<file path="src/rtl/bcd_pkg.sv">
// Shared BCD arithmetic definitions: digit type, digit constants and the
// control states of the digit-serial BCD subtractor.
package bcd_pkg;

  localparam int BCD_DIGIT_W = 4;

  typedef logic [BCD_DIGIT_W-1:0] bcd_digit_t;

  localparam bcd_digit_t BCD_MAX   = 4'd9;
  localparam bcd_digit_t BCD_RADIX = 4'd10;

  typedef enum logic [1:0] {
    IDLE = 2'd0,
    RUN  = 2'd1,
    DONE = 2'd2,
    COMP = 2'd3
  } bcd_sub_state_e;

endpackage

</file>
<file path="src/rtl/bcd_serial_sub_if.sv">
// Handshake and operand/result bundle of the digit-serial BCD subtractor.
// Carries the extra 'negative' flag when BCD_SUB_SIGN_MAG_EN is defined.
interface bcd_serial_sub_if
  import bcd_pkg::*;
#(
  parameter int DIGITS = 4
);
  logic                          start;
  logic [BCD_DIGIT_W*DIGITS-1:0] a;
  logic [BCD_DIGIT_W*DIGITS-1:0] b;
  logic                          borrow_in;
  logic                          busy;
  logic                          done;
  logic [BCD_DIGIT_W*DIGITS-1:0] diff;
  logic                          borrow_out;
  logic                          invalid;
`ifdef BCD_SUB_SIGN_MAG_EN
  logic                          negative;

  modport master (output start, a, b, borrow_in,
                  input  busy, done, diff, borrow_out, invalid, negative);
  modport slave  (input  start, a, b, borrow_in,
                  output busy, done, diff, borrow_out, invalid, negative);
`else
  modport master (output start, a, b, borrow_in,
                  input  busy, done, diff, borrow_out, invalid);
  modport slave  (input  start, a, b, borrow_in,
                  output busy, done, diff, borrow_out, invalid);
`endif

endinterface

</file>
<file path="src/rtl/bcd_digit_sub.sv">
// Combinational single BCD digit subtract: d = x - y - bin with decimal borrow.
// A non-BCD input digit (>9) is treated as 0 and flagged on 'bad'.
module bcd_digit_sub
  import bcd_pkg::*;
(
  input  bcd_digit_t x,
  input  bcd_digit_t y,
  input  logic       bin,
  output bcd_digit_t d,
  output logic       bout,
  output logic       bad
);

  logic                 x_bad;
  logic                 y_bad;
  bcd_digit_t           x_eff;
  bcd_digit_t           y_eff;
  logic [BCD_DIGIT_W:0] t;

  // NOTE: every output gets a value on every path through this block, so no latch is inferred.
  always_comb begin
    x_bad = (x > BCD_MAX);
    y_bad = (y > BCD_MAX);
    x_eff = x_bad ? '0 : x;
    y_eff = y_bad ? '0 : y;
    t     = {1'b0, x_eff} - {1'b0, y_eff} - {{BCD_DIGIT_W{1'b0}}, bin};
    bout  = t[BCD_DIGIT_W];
    // t is in -10..9; adding 10 in 4-bit arithmetic lands the negative case on 0..9.
    d     = bout ? (t[BCD_DIGIT_W-1:0] + BCD_RADIX) : t[BCD_DIGIT_W-1:0];
    bad   = x_bad | y_bad;
  end

endmodule

</file>
<file path="src/rtl/bcd_serial_sub.sv">
// Digit-serial multi-digit BCD subtractor, diff = a - b - borrow_in, LSD first.
// Define BCD_SUB_SIGN_MAG_EN to convert negative results to sign/magnitude.
module bcd_serial_sub
  import bcd_pkg::*;
#(
  parameter int DIGITS = 4
)(
  input  logic              clk,
  input  logic              rst_n,
  bcd_serial_sub_if.slave   bus
);

  localparam int W     = BCD_DIGIT_W * DIGITS;
  localparam int IDX_W = (DIGITS > 1) ? $clog2(DIGITS) : 1;
  localparam logic [IDX_W-1:0] LAST_IDX = IDX_W'(DIGITS - 1);

  bcd_sub_state_e   state_q;
  bcd_sub_state_e   state_d;
  logic [W-1:0]     a_q;
  logic [W-1:0]     b_q;
  logic [W-1:0]     diff_q;
  logic             borrow_q;
  logic             borrow_out_q;
  logic             invalid_q;
  logic [IDX_W-1:0] idx_q;
  logic             last;

  bcd_digit_t       sub_x;
  bcd_digit_t       sub_y;
  bcd_digit_t       sub_d;
  logic             sub_bout;
  logic             sub_bad;

`ifdef BCD_SUB_SIGN_MAG_EN
  logic             negative_q;
`endif

  assign last = (idx_q == LAST_IDX);

  // One digit slice feeds both the subtract pass and the complement pass.
  always_comb begin
    sub_x = a_q[BCD_DIGIT_W*idx_q +: BCD_DIGIT_W];
    sub_y = b_q[BCD_DIGIT_W*idx_q +: BCD_DIGIT_W];
`ifdef BCD_SUB_SIGN_MAG_EN
    if (state_q == COMP) begin
      sub_x = '0;
      sub_y = diff_q[BCD_DIGIT_W*idx_q +: BCD_DIGIT_W];
    end
`endif
  end

  bcd_digit_sub u_digit (
    .x    (sub_x),
    .y    (sub_y),
    .bin  (borrow_q),
    .d    (sub_d),
    .bout (sub_bout),
    .bad  (sub_bad)
  );

  // NOTE: sequential state uses non-blocking assignments so every flop samples pre-edge values.
  always_ff @(posedge clk or negedge rst_n) begin
    if (!rst_n) state_q <= IDLE;
    else        state_q <= state_d;
  end

  always_comb begin
    state_d = state_q;
    case (state_q)
      IDLE: if (bus.start) state_d = RUN;
      RUN: begin
        if (last) begin
`ifdef BCD_SUB_SIGN_MAG_EN
          state_d = sub_bout ? COMP : DONE;
`else
          state_d = DONE;
`endif
        end
      end
      COMP:    if (last) state_d = DONE;
      DONE:    state_d = IDLE;
      default: state_d = IDLE;
    endcase
  end

  // NOTE: operand registers are reset along with the outputs so an aborted operation leaves no residue.
  always_ff @(posedge clk or negedge rst_n) begin
    if (!rst_n) begin
      a_q          <= '0;
      b_q          <= '0;
      diff_q       <= '0;
      borrow_q     <= 1'b0;
      borrow_out_q <= 1'b0;
      invalid_q    <= 1'b0;
      idx_q        <= '0;
`ifdef BCD_SUB_SIGN_MAG_EN
      negative_q   <= 1'b0;
`endif
    end else begin
      case (state_q)
        IDLE: begin
          if (bus.start) begin
            a_q       <= bus.a;
            b_q       <= bus.b;
            borrow_q  <= bus.borrow_in;
            diff_q    <= '0;
            invalid_q <= 1'b0;
            idx_q     <= '0;
          end
        end
        RUN: begin
          diff_q[BCD_DIGIT_W*idx_q +: BCD_DIGIT_W] <= sub_d;
          invalid_q <= invalid_q | sub_bad;
          if (last) begin
            // The complement pass starts from a clear borrow.
            borrow_q     <= 1'b0;
            borrow_out_q <= sub_bout;
            idx_q        <= '0;
`ifdef BCD_SUB_SIGN_MAG_EN
            negative_q   <= sub_bout;
`endif
          end else begin
            borrow_q <= sub_bout;
            idx_q    <= idx_q + 1'b1;
          end
        end
        COMP: begin
          diff_q[BCD_DIGIT_W*idx_q +: BCD_DIGIT_W] <= sub_d;
          borrow_q <= sub_bout;
          idx_q    <= last ? '0 : idx_q + 1'b1;
        end
        default: ;
      endcase
    end
  end

  assign bus.busy       = (state_q == RUN) || (state_q == COMP);
  assign bus.done       = (state_q == DONE);
  assign bus.diff       = diff_q;
  assign bus.borrow_out = borrow_out_q;
  assign bus.invalid    = invalid_q;
`ifdef BCD_SUB_SIGN_MAG_EN
  assign bus.negative   = negative_q;
`endif

endmodule
</file>
<file path="src/flat_wrapper.sv">
// flat-port wrapper written by rule: the top's interface ports become plain ports
module bcd_serial_sub_flat import bcd_pkg::*;
#(
  parameter int DIGITS = 4
)
  (clk, rst_n, bus_start, bus_a, bus_b, bus_borrow_in, bus_busy, bus_done, bus_diff, bus_borrow_out, bus_invalid);
  bcd_serial_sub_if #(.DIGITS(DIGITS)) bus_i ();
  input  logic clk;
  input  logic rst_n;
  input wire logic [$bits(bus_i.start)-1:0] bus_start;
  input wire logic [$bits(bus_i.a)-1:0] bus_a;
  input wire logic [$bits(bus_i.b)-1:0] bus_b;
  input wire logic [$bits(bus_i.borrow_in)-1:0] bus_borrow_in;
  output wire logic [$bits(bus_i.busy)-1:0] bus_busy;
  output wire logic [$bits(bus_i.done)-1:0] bus_done;
  output wire logic [$bits(bus_i.diff)-1:0] bus_diff;
  output wire logic [$bits(bus_i.borrow_out)-1:0] bus_borrow_out;
  output wire logic [$bits(bus_i.invalid)-1:0] bus_invalid;
  assign bus_i.start = bus_start;
  assign bus_i.a = bus_a;
  assign bus_i.b = bus_b;
  assign bus_i.borrow_in = bus_borrow_in;
  assign bus_busy = bus_i.busy;
  assign bus_done = bus_i.done;
  assign bus_diff = bus_i.diff;
  assign bus_borrow_out = bus_i.borrow_out;
  assign bus_invalid = bus_i.invalid;
  bcd_serial_sub #(.DIGITS(DIGITS)) u_core (.clk(clk), .rst_n(rst_n), .bus(bus_i));
endmodule
</file>
<file path="config.mk">
export PLATFORM = sky130hd
export DESIGN_NAME = bcd_serial_sub_flat
export DESIGN_NICKNAME = d
export VERILOG_FILES = /design/src/rtl/bcd_pkg.sv /design/src/rtl/bcd_serial_sub_if.sv /design/src/rtl/bcd_digit_sub.sv /design/src/rtl/bcd_serial_sub.sv /design/src/flat_wrapper.sv
export SDC_FILE = /design/constraint.sdc
export NUM_CORES = 1
export LEC_CHECK = 0
export BUFFER_PORTS_ARGS = -buffer_cell sky130_fd_sc_hd__buf_2
export CAP_MARGIN = 25
export CORE_UTILIZATION = 35
export CTS_BUF_LIST = sky130_fd_sc_hd__clkbuf_4
export CTS_CLUSTER_SIZE = 28
export DETAILED_ROUTE_END_ITERATION = 10
export PLACE_DENSITY = 0.66
export SYNTH_ARGS = -nofsm -noshare
export SYNTH_HDL_FRONTEND = slang
export SYNTH_HIERARCHICAL = 1
export SYNTH_SLANG_ARGS = --single-unit
export TNS_END_PERCENT = 5
</file>
<file path="constraint.sdc">
create_clock -name clk -period 4.3 [get_ports clk]
set_input_delay 1.29 -clock clk [delete_from_list [all_inputs] [get_ports clk]]
set_output_delay 1.29 -clock clk [all_outputs]
set_load 0.005 [all_outputs]
</file>
==> flow_metrics.tcl, run 1 <==
set metrics [dict create \
    outcome "completed" \
    drtAntennaViolNets 0 \
    finalCriticalPeriod_ns 3.50 \
    fin_worst_skew_ns 0.00780 \
    cts_buffers 5 \
    cp-end-kind "flip-flop" \
    regArea_mm2 0.00138 \
    first_iter_violations 46 \
    yosys.area_share.simple_pct 7.41 \
    drtPass1Iterations 4 \
    drive_above_1_share_pct 42.6 \
    rows 31 \
    grt_pass1_vias 1803 \
    synth-xor-area-share_pct 1.30 \
    die_h_um 89.9 \
    ys_seq_area_share_pct 50.9 \
    fillCellCount 714 \
    core_area_mm2 0.00737 \
    yosysUniqueCellTypes 35 \
    dpl.hpwl_um 3940 \
    worstSkewPairLatency_ns 0.36 \
    worst_pin_slew_ns 0.675 \
    final_cell_mix "buf_2, dfrtp_1, mux2_2" \
    synth_top_family_by_area "multiplexers" \
    ys_ff_latch 55 \
    start_util_pct 36.7 \
    gp_congestion 0.754 \
    start_kind "flip-flop" \
    ys_warn_count 6 \
    rsz0062_at_grt "false" \
    slew_headroom_pct 55.0 \
    postCtsSetupBuffers 0 \
    critPathArrivalTime_ns 3.81 \
    antenna_found_initial 0 \
    grt_overflow 0 \
    cp_max_fo 5 \
    postCtsResizedCells 0 \
    drv_cap 0 \
    critical_path_class "flip-flop to flip-flop" \
    synth_ff_type "dfrtp_1" \
    synth_edf_count 0 \
    multi_input_area_mm2 0.00123 \
    drt-total-wl_um 5060 \
    finalHoldViolations 0 \
    pre_cts_ws_ns 0.795 \
    port_buffers 55 \
    grt_pass1_wl_um 8740 \
    fin_crit_sh_pct 81.3 \
    grt_max_degree 37 \
    cts_sinks 55 \
    ff2ff_setup_slack_ns 0.80 \
    area_growth_pct 15.7 \
    syn_area_per_cell_um2 13.7 \
    fin_nets 304 \
    synth_adder_area_share_pct 6.57 \
    hold_buffers 0 \
    async_flop_share_pct 100 \
    cts_max_level 2 \
    grt_usage_pct 13.7 \
    wl_per_cell_um 14.3 \
    dieWidth_um 89.9 \
    cts-root-buf "clkbuf_4" \
    hold_slack_ns 0.504 \
    fin_tns_setup_ns 0 \
    max_freq_ghz 0.286 \
    clockBufferDepth 2 \
    finalMaxSlewViolations 0 \
    min_path_type "flip-flop to flip-flop" \
    netlist_instances 197 \
    synth-compound-area-share_pct 8.94 \
    diodes 0 \
    num_vias 1758 \
    setup_viol 0 \
    cts.clk_slew.worst_paths_ns 0.15 \
    dieArea_mm2 0.00808 \
    cp.required_ns 4.61 \
    syn_area_mm2 0.00270 \
    syn_nets 246 \
    cts_tree "built" \
    fin_util_pct 42.4 \
    synthMuxAreaShare_pct 21.3 \
    fin_ws_ns 0.804 \
    boundaryPins 56 \
    vias_per_cell 4.95 \
    drcViolationCount 0 \
]
==> final cells by class <==
| cell class | count | area share (%) |
|---|---|---|
| sequential | 55 | 44.0 |
| inverter | 9 | 1.08 |
| clock inverter | 2 | 0.400 |
| tap | 99 | 3.96 |
| timing repair buffer | 59 | 9.76 |
| multi-input combinational | 125 | 39.4 |
| clock buffer | 6 | 1.44 |
==> cell families after synthesis <==
group / Yosys count
AOI/OAI and AO/OA: 33
xor gates and xnor gates: 4
adders and majority gates: 13
buffers and inverters: 17
DFF: 55
muxes: 43
and+or+nand+nor: 32
==> worst paths after layout <==
path                                         start  depth (start not counted)            endpoint
min in group asynchronous                    rst_n                          1       u_core/b_q[6]
worst max-delay path               u_core/idx_q[0]                         11  u_core/bus.diff[5]
worst min register to register  u_core/bus.diff[7]                          1  u_core/bus.diff[7]
max in group asynchronous                    rst_n                          2  u_core/bus.invalid
worst min-delay path            u_core/bus.diff[7]                          1  u_core/bus.diff[7]
worst max register to register     u_core/idx_q[0]                         11  u_core/bus.diff[5]
==> routing by layer <==
metal / vias to the layer above / GRT usage (%) / part of all wire [%]
met5: - / 0 / 0
met4: 0 / 3.63 / 0.91
met3: 4 / 2.96 / 3.6
met2: 40 / 23.6 / 51
met1: 879 / 17.4 / 45
li1: 835 / - / -
==> state kept, by name, indices dropped and copies added, names as in the netlist <==
register	flops
u_core/bus.borrow_out	1
u_core/bus.invalid	1
u_core/borrow_q	1
u_core/state_q	2
u_core/idx_q	2
u_core/bus.diff	16
u_core/b_q	16
u_core/a_q	16
==> per-stage QoR <==
step,cell area (um2),instances
floorplan,2700,197
global placement,3070,347
detailed placement,3070,347
CTS,3130,355
global route,3130,355
finish,3130,355
==> critical path: stages (launching register included) <==
cell      delay, ns
dfrtp_1        0.52
mux4_2         0.57
o21ai_0        0.25
and2_1         0.18
fa_1           0.17
inv_1          0.07
fa_1           0.42
nand2b_1       0.18
a211o_1        0.32
and2_4         0.18
xnor2_1        0.37
a32o_1         0.23
==> synthesized netlist by cell type (all sizes together), types with 2 or more instances <==
cell | number | area share (%)
dfrtp | 55 | 51
mux2 | 34 | 14
a22o | 12 | 3.9
ha | 11 | 5.1
inv | 9 | 1.2
mux4 | 8 | 6.7
a21oi | 7 | 1.3
buf | 6 | 2.0
nand2 | 6 | 0.83
nand2b | 6 | 1.4
o21ai | 6 | 1.1
a32o | 4 | 1.5
and2 | 4 | 1.0
nor2 | 4 | 0.56
nor3b | 4 | 1.7
xnor2 | 3 | 0.97
a211o | 2 | 0.65
clkbuf | 2 | 0.28
fa | 2 | 1.5
nand3 | 2 | 0.37
nand3b | 2 | 0.56
nor2b | 2 | 0.46
Power of run 1 is not shown: default switching activity piles up to over one toggle a cycle in this logic, so the estimate is an artifact.
==> run 2: changes to the inputs <==
--- a/config.mk
+++ b/config.mk
@@ -5,6 +5,7 @@
 export SDC_FILE = /design/constraint.sdc
 export NUM_CORES = 1
 export LEC_CHECK = 0
+export ABC_AREA = 1
 export BUFFER_PORTS_ARGS = -buffer_cell sky130_fd_sc_hd__buf_2
 export CAP_MARGIN = 25
 export CORE_UTILIZATION = 35
==> constraint.sdc (replaced) <==
create_clock -name clk -period 3.3 [get_ports clk]
set_input_delay 0.99 -clock clk [delete_from_list [all_inputs] [get_ports clk]]
set_output_delay 0.99 -clock clk [all_outputs]
set_load 0.005 [all_outputs]
==> run 2 against run 1 <==
Against the previous run: fmax increased by 14%; critical path depth up 7; core utilization down 0.096 points; register-to-register slack worse by 0.58 ns; final cell count increased by 55%; clock skew rose by 0.011 ns; routed wire length increased by 19%; flip-flop and latch count did not move; non-clock buffer count rose by 4; die area up 11%; critical path type unchanged.
==> flow_metrics.tcl, run 2 <==
set metrics [dict create \
    cpPeakStageDelay_ns 0.54 \
    dieWidth_um 94.6 \
    grt_pass1_wl_um 10200 \
    dpl.hpwl_um 4410 \
    grt_pass1_vias 2325 \
    vias_per_cell 4.50 \
    setup_viol 0 \
    grt_max_degree 87 \
    finalCriticalPeriod_ns 3.08 \
    drv_cap 0 \
    finalMaxSlewViolations 0 \
    cts.clk_slew.worst_paths_ns 0.16 \
    hold_buffers 0 \
    critical-path-top-delay-family "adder cells" \
    syn_area_per_cell_um2 7.76 \
    netlist_instances 387 \
    async_flop_share_pct 100 \
    max_freq_ghz 0.325 \
    worstSkewPairLatency_ns 0.37 \
    final_common_cell "nand2_1" \
    yosysUniqueCellTypes 25 \
    dieArea_mm2 0.00895 \
    yosys-top-cells-area "dfrtp_1, nand2_1, inv_1" \
    drtPass1Iterations 4 \
    min_path_type "flip-flop to flip-flop" \
    cts_max_level 2 \
    ys_ff_latch 55 \
    fin_crit_sh_pct 93.3 \
    ys_warn_count 6 \
    core_area_mm2 0.00826 \
    crit_chain "clkinv_4 > o211ai_1 > nand2_1 > o21ai_4 > nand2_1 > fa_1 > inv_2 > fa_1 > ha_1 > inv_1 > nand3_1 > nand3_1 > nand2_1 > inv_1 > inv_1 > nor3_2 > nand2_1 > nand2_1" \
    first_iter_violations 84 \
    synth_ff_type "dfrtp_1" \
    finalHoldViolations 0 \
    drive_above_1_share_pct 20.7 \
    slew_headroom_pct 48.0 \
    boundaryPins 56 \
    final_cell_mix "nand2_1, inv_1, buf_2" \
    synth_edf_count 0 \
    start_util_pct 36.4 \
    cts_sinks 55 \
    fin_nets 492 \
    area_growth_pct 16.5 \
    cp_max_fo 5 \
    fin_worst_skew_ns 0.0191 \
    cts_buffers 5 \
    yosys.area.top_type "dfrtp_1" \
    clockBufferDepth 2 \
    rows 33 \
    hold_slack_ns 0.483 \
    drtAntennaViolNets 0 \
    cp-end-kind "flip-flop" \
    syn_area_mm2 0.00300 \
    yosysMostFrequentCell "nand2_1" \
    rsz0062_at_grt "true" \
    grt_overflow 0 \
    cp_slowest_cell "dfrtp_2" \
    worst_pin_slew_ns 0.781 \
    diodes 0 \
    critical_path_class "flip-flop to flip-flop" \
    cp_common_cell "nand2_1" \
    drcViolationCount 0 \
    cts_tree "built" \
    cts-root-buf "clkbuf_4" \
    crit_buf_inv 5 \
    critPathArrivalTime_ns 3.38 \
    ys_seq_area_share_pct 45.8 \
    cp.required_ns 3.60 \
    num_vias 2469 \
    outcome "completed" \
    start_kind "flip-flop" \
    port_buffers 55 \
    wl_per_cell_um 11.0 \
    syn_nets 436 \
    drt-total-wl_um 6030 \
    gp_congestion 0.816 \
    antenna_found_initial 0 \
    synth_top_area_share_pct 45.8 \
    yosys-top-cells-count "nand2_1, inv_1, dfrtp_1" \
    grt_usage_pct 14.2 \
    die_h_um 94.6 \
]
## run 2: changes by cell type after synthesis, sizes merged, moves of 12 or more
cell	delta
a22o	-12
inv	+65
mux2	-34
nand2	+121
nand3	+26
o211ai	+16
o21ai	+30
## run 2: layout make-up
type	count	area [um2]
Timing Repair Buffer	63	348
Timing Repair inverter	3	20.0
Inverter	75	290
Fill cell	868	4760
Clock inverter	3	43.8
Sequential cell	55	1380
Multi-Input combinational cell	240	1250
Clock buffer	5	37.5
Tap cell	105	131
## run 2: final timing paths
kind / startpoint / slack [ns] / to / cells after the start
worst max-delay path: u_core/idx_q[0] / 0.22 / u_core/bus.diff[7] / 18
max in group asynchronous: rst_n / 2.10 / u_core/idx_q[1] / 2
worst min-delay path: u_core/bus.invalid / 0.48 / u_core/bus.invalid / 2
min in group asynchronous: rst_n / 0.63 / u_core/bus.diff[11] / 1
worst max register to register: u_core/idx_q[0] / 0.22 / u_core/bus.diff[7] / 18
worst min register to register: u_core/bus.invalid / 0.48 / u_core/bus.invalid / 2
## run 2: cell families (layout without fill, tap and decap cells)
group | Yosys count | after routing | share of synthesized area [%]
AOI/OAI and AO/OA | 53 | 53 | 10.5
DFF | 55 | 55 | 45.8
adders and majority gates | 13 | 13 | 5.92
and+or+nand+nor | 173 | 173 | 24.1
xor gates and xnor gates | 1 | 1 | 0.292
buffers and inverters | 92 | 149 | 13.3
## run 2: worst register-to-register path: stages, from the launching register on
cell and delay [ns]:
dfrtp_2 0.54, clkinv_4 0.11, o211ai_1 0.20, nand2_1 0.13, o21ai_4 0.17, nand2_1 0.09
fa_1 0.38, inv_2 0.07, fa_1 0.43, ha_1 0.20, inv_1 0.05, nand3_1 0.08
nand3_1 0.09, nand2_1 0.05, inv_1 0.06, inv_1 0.06, nor3_2 0.15, nand2_1 0.08
nand2_1 0.07
## run 2: metrics by stage
stage                     util, %  std cells  setup WS, ns  setup TNS [ns]  instance area (um2)
after global placement       40.6        536        0.0261               0                 3350
after CTS                    41.6        544        0.0283               0                 3430
final                        42.3        549         0.221               0                 3500
after global routing         42.3        549       -0.0463          -0.146                 3500
after detailed placement     40.6        536       -0.0444         -0.0660                 3350
after floorplan                 -        387         0.167               0                 3000
## run 2: metal layers
layer  global-route usage, %  up-vias  part of all wire (%)
met1                    18.9     1118                    49
li1                        -     1300                     -
met4                    1.52        0                     0
met5                       0        -                     0
met2                    24.5       51                    47
met3                    2.90        0                   3.9
## run 2: what timing repair did
| action | 4_1_cts | 5_1_grt |
|---|---|---|
| setup buffers | 0 | 2 |
| setup endpoints to repair | 2 | 10 |
| endpoints found under the hold margin | 0 | 0 |
| resized for setup | 1 | 14 |
| gates cloned | 0 | 3 |
| pin swaps | 0 | 4 |
Power of run 2 is left out for the same reason.
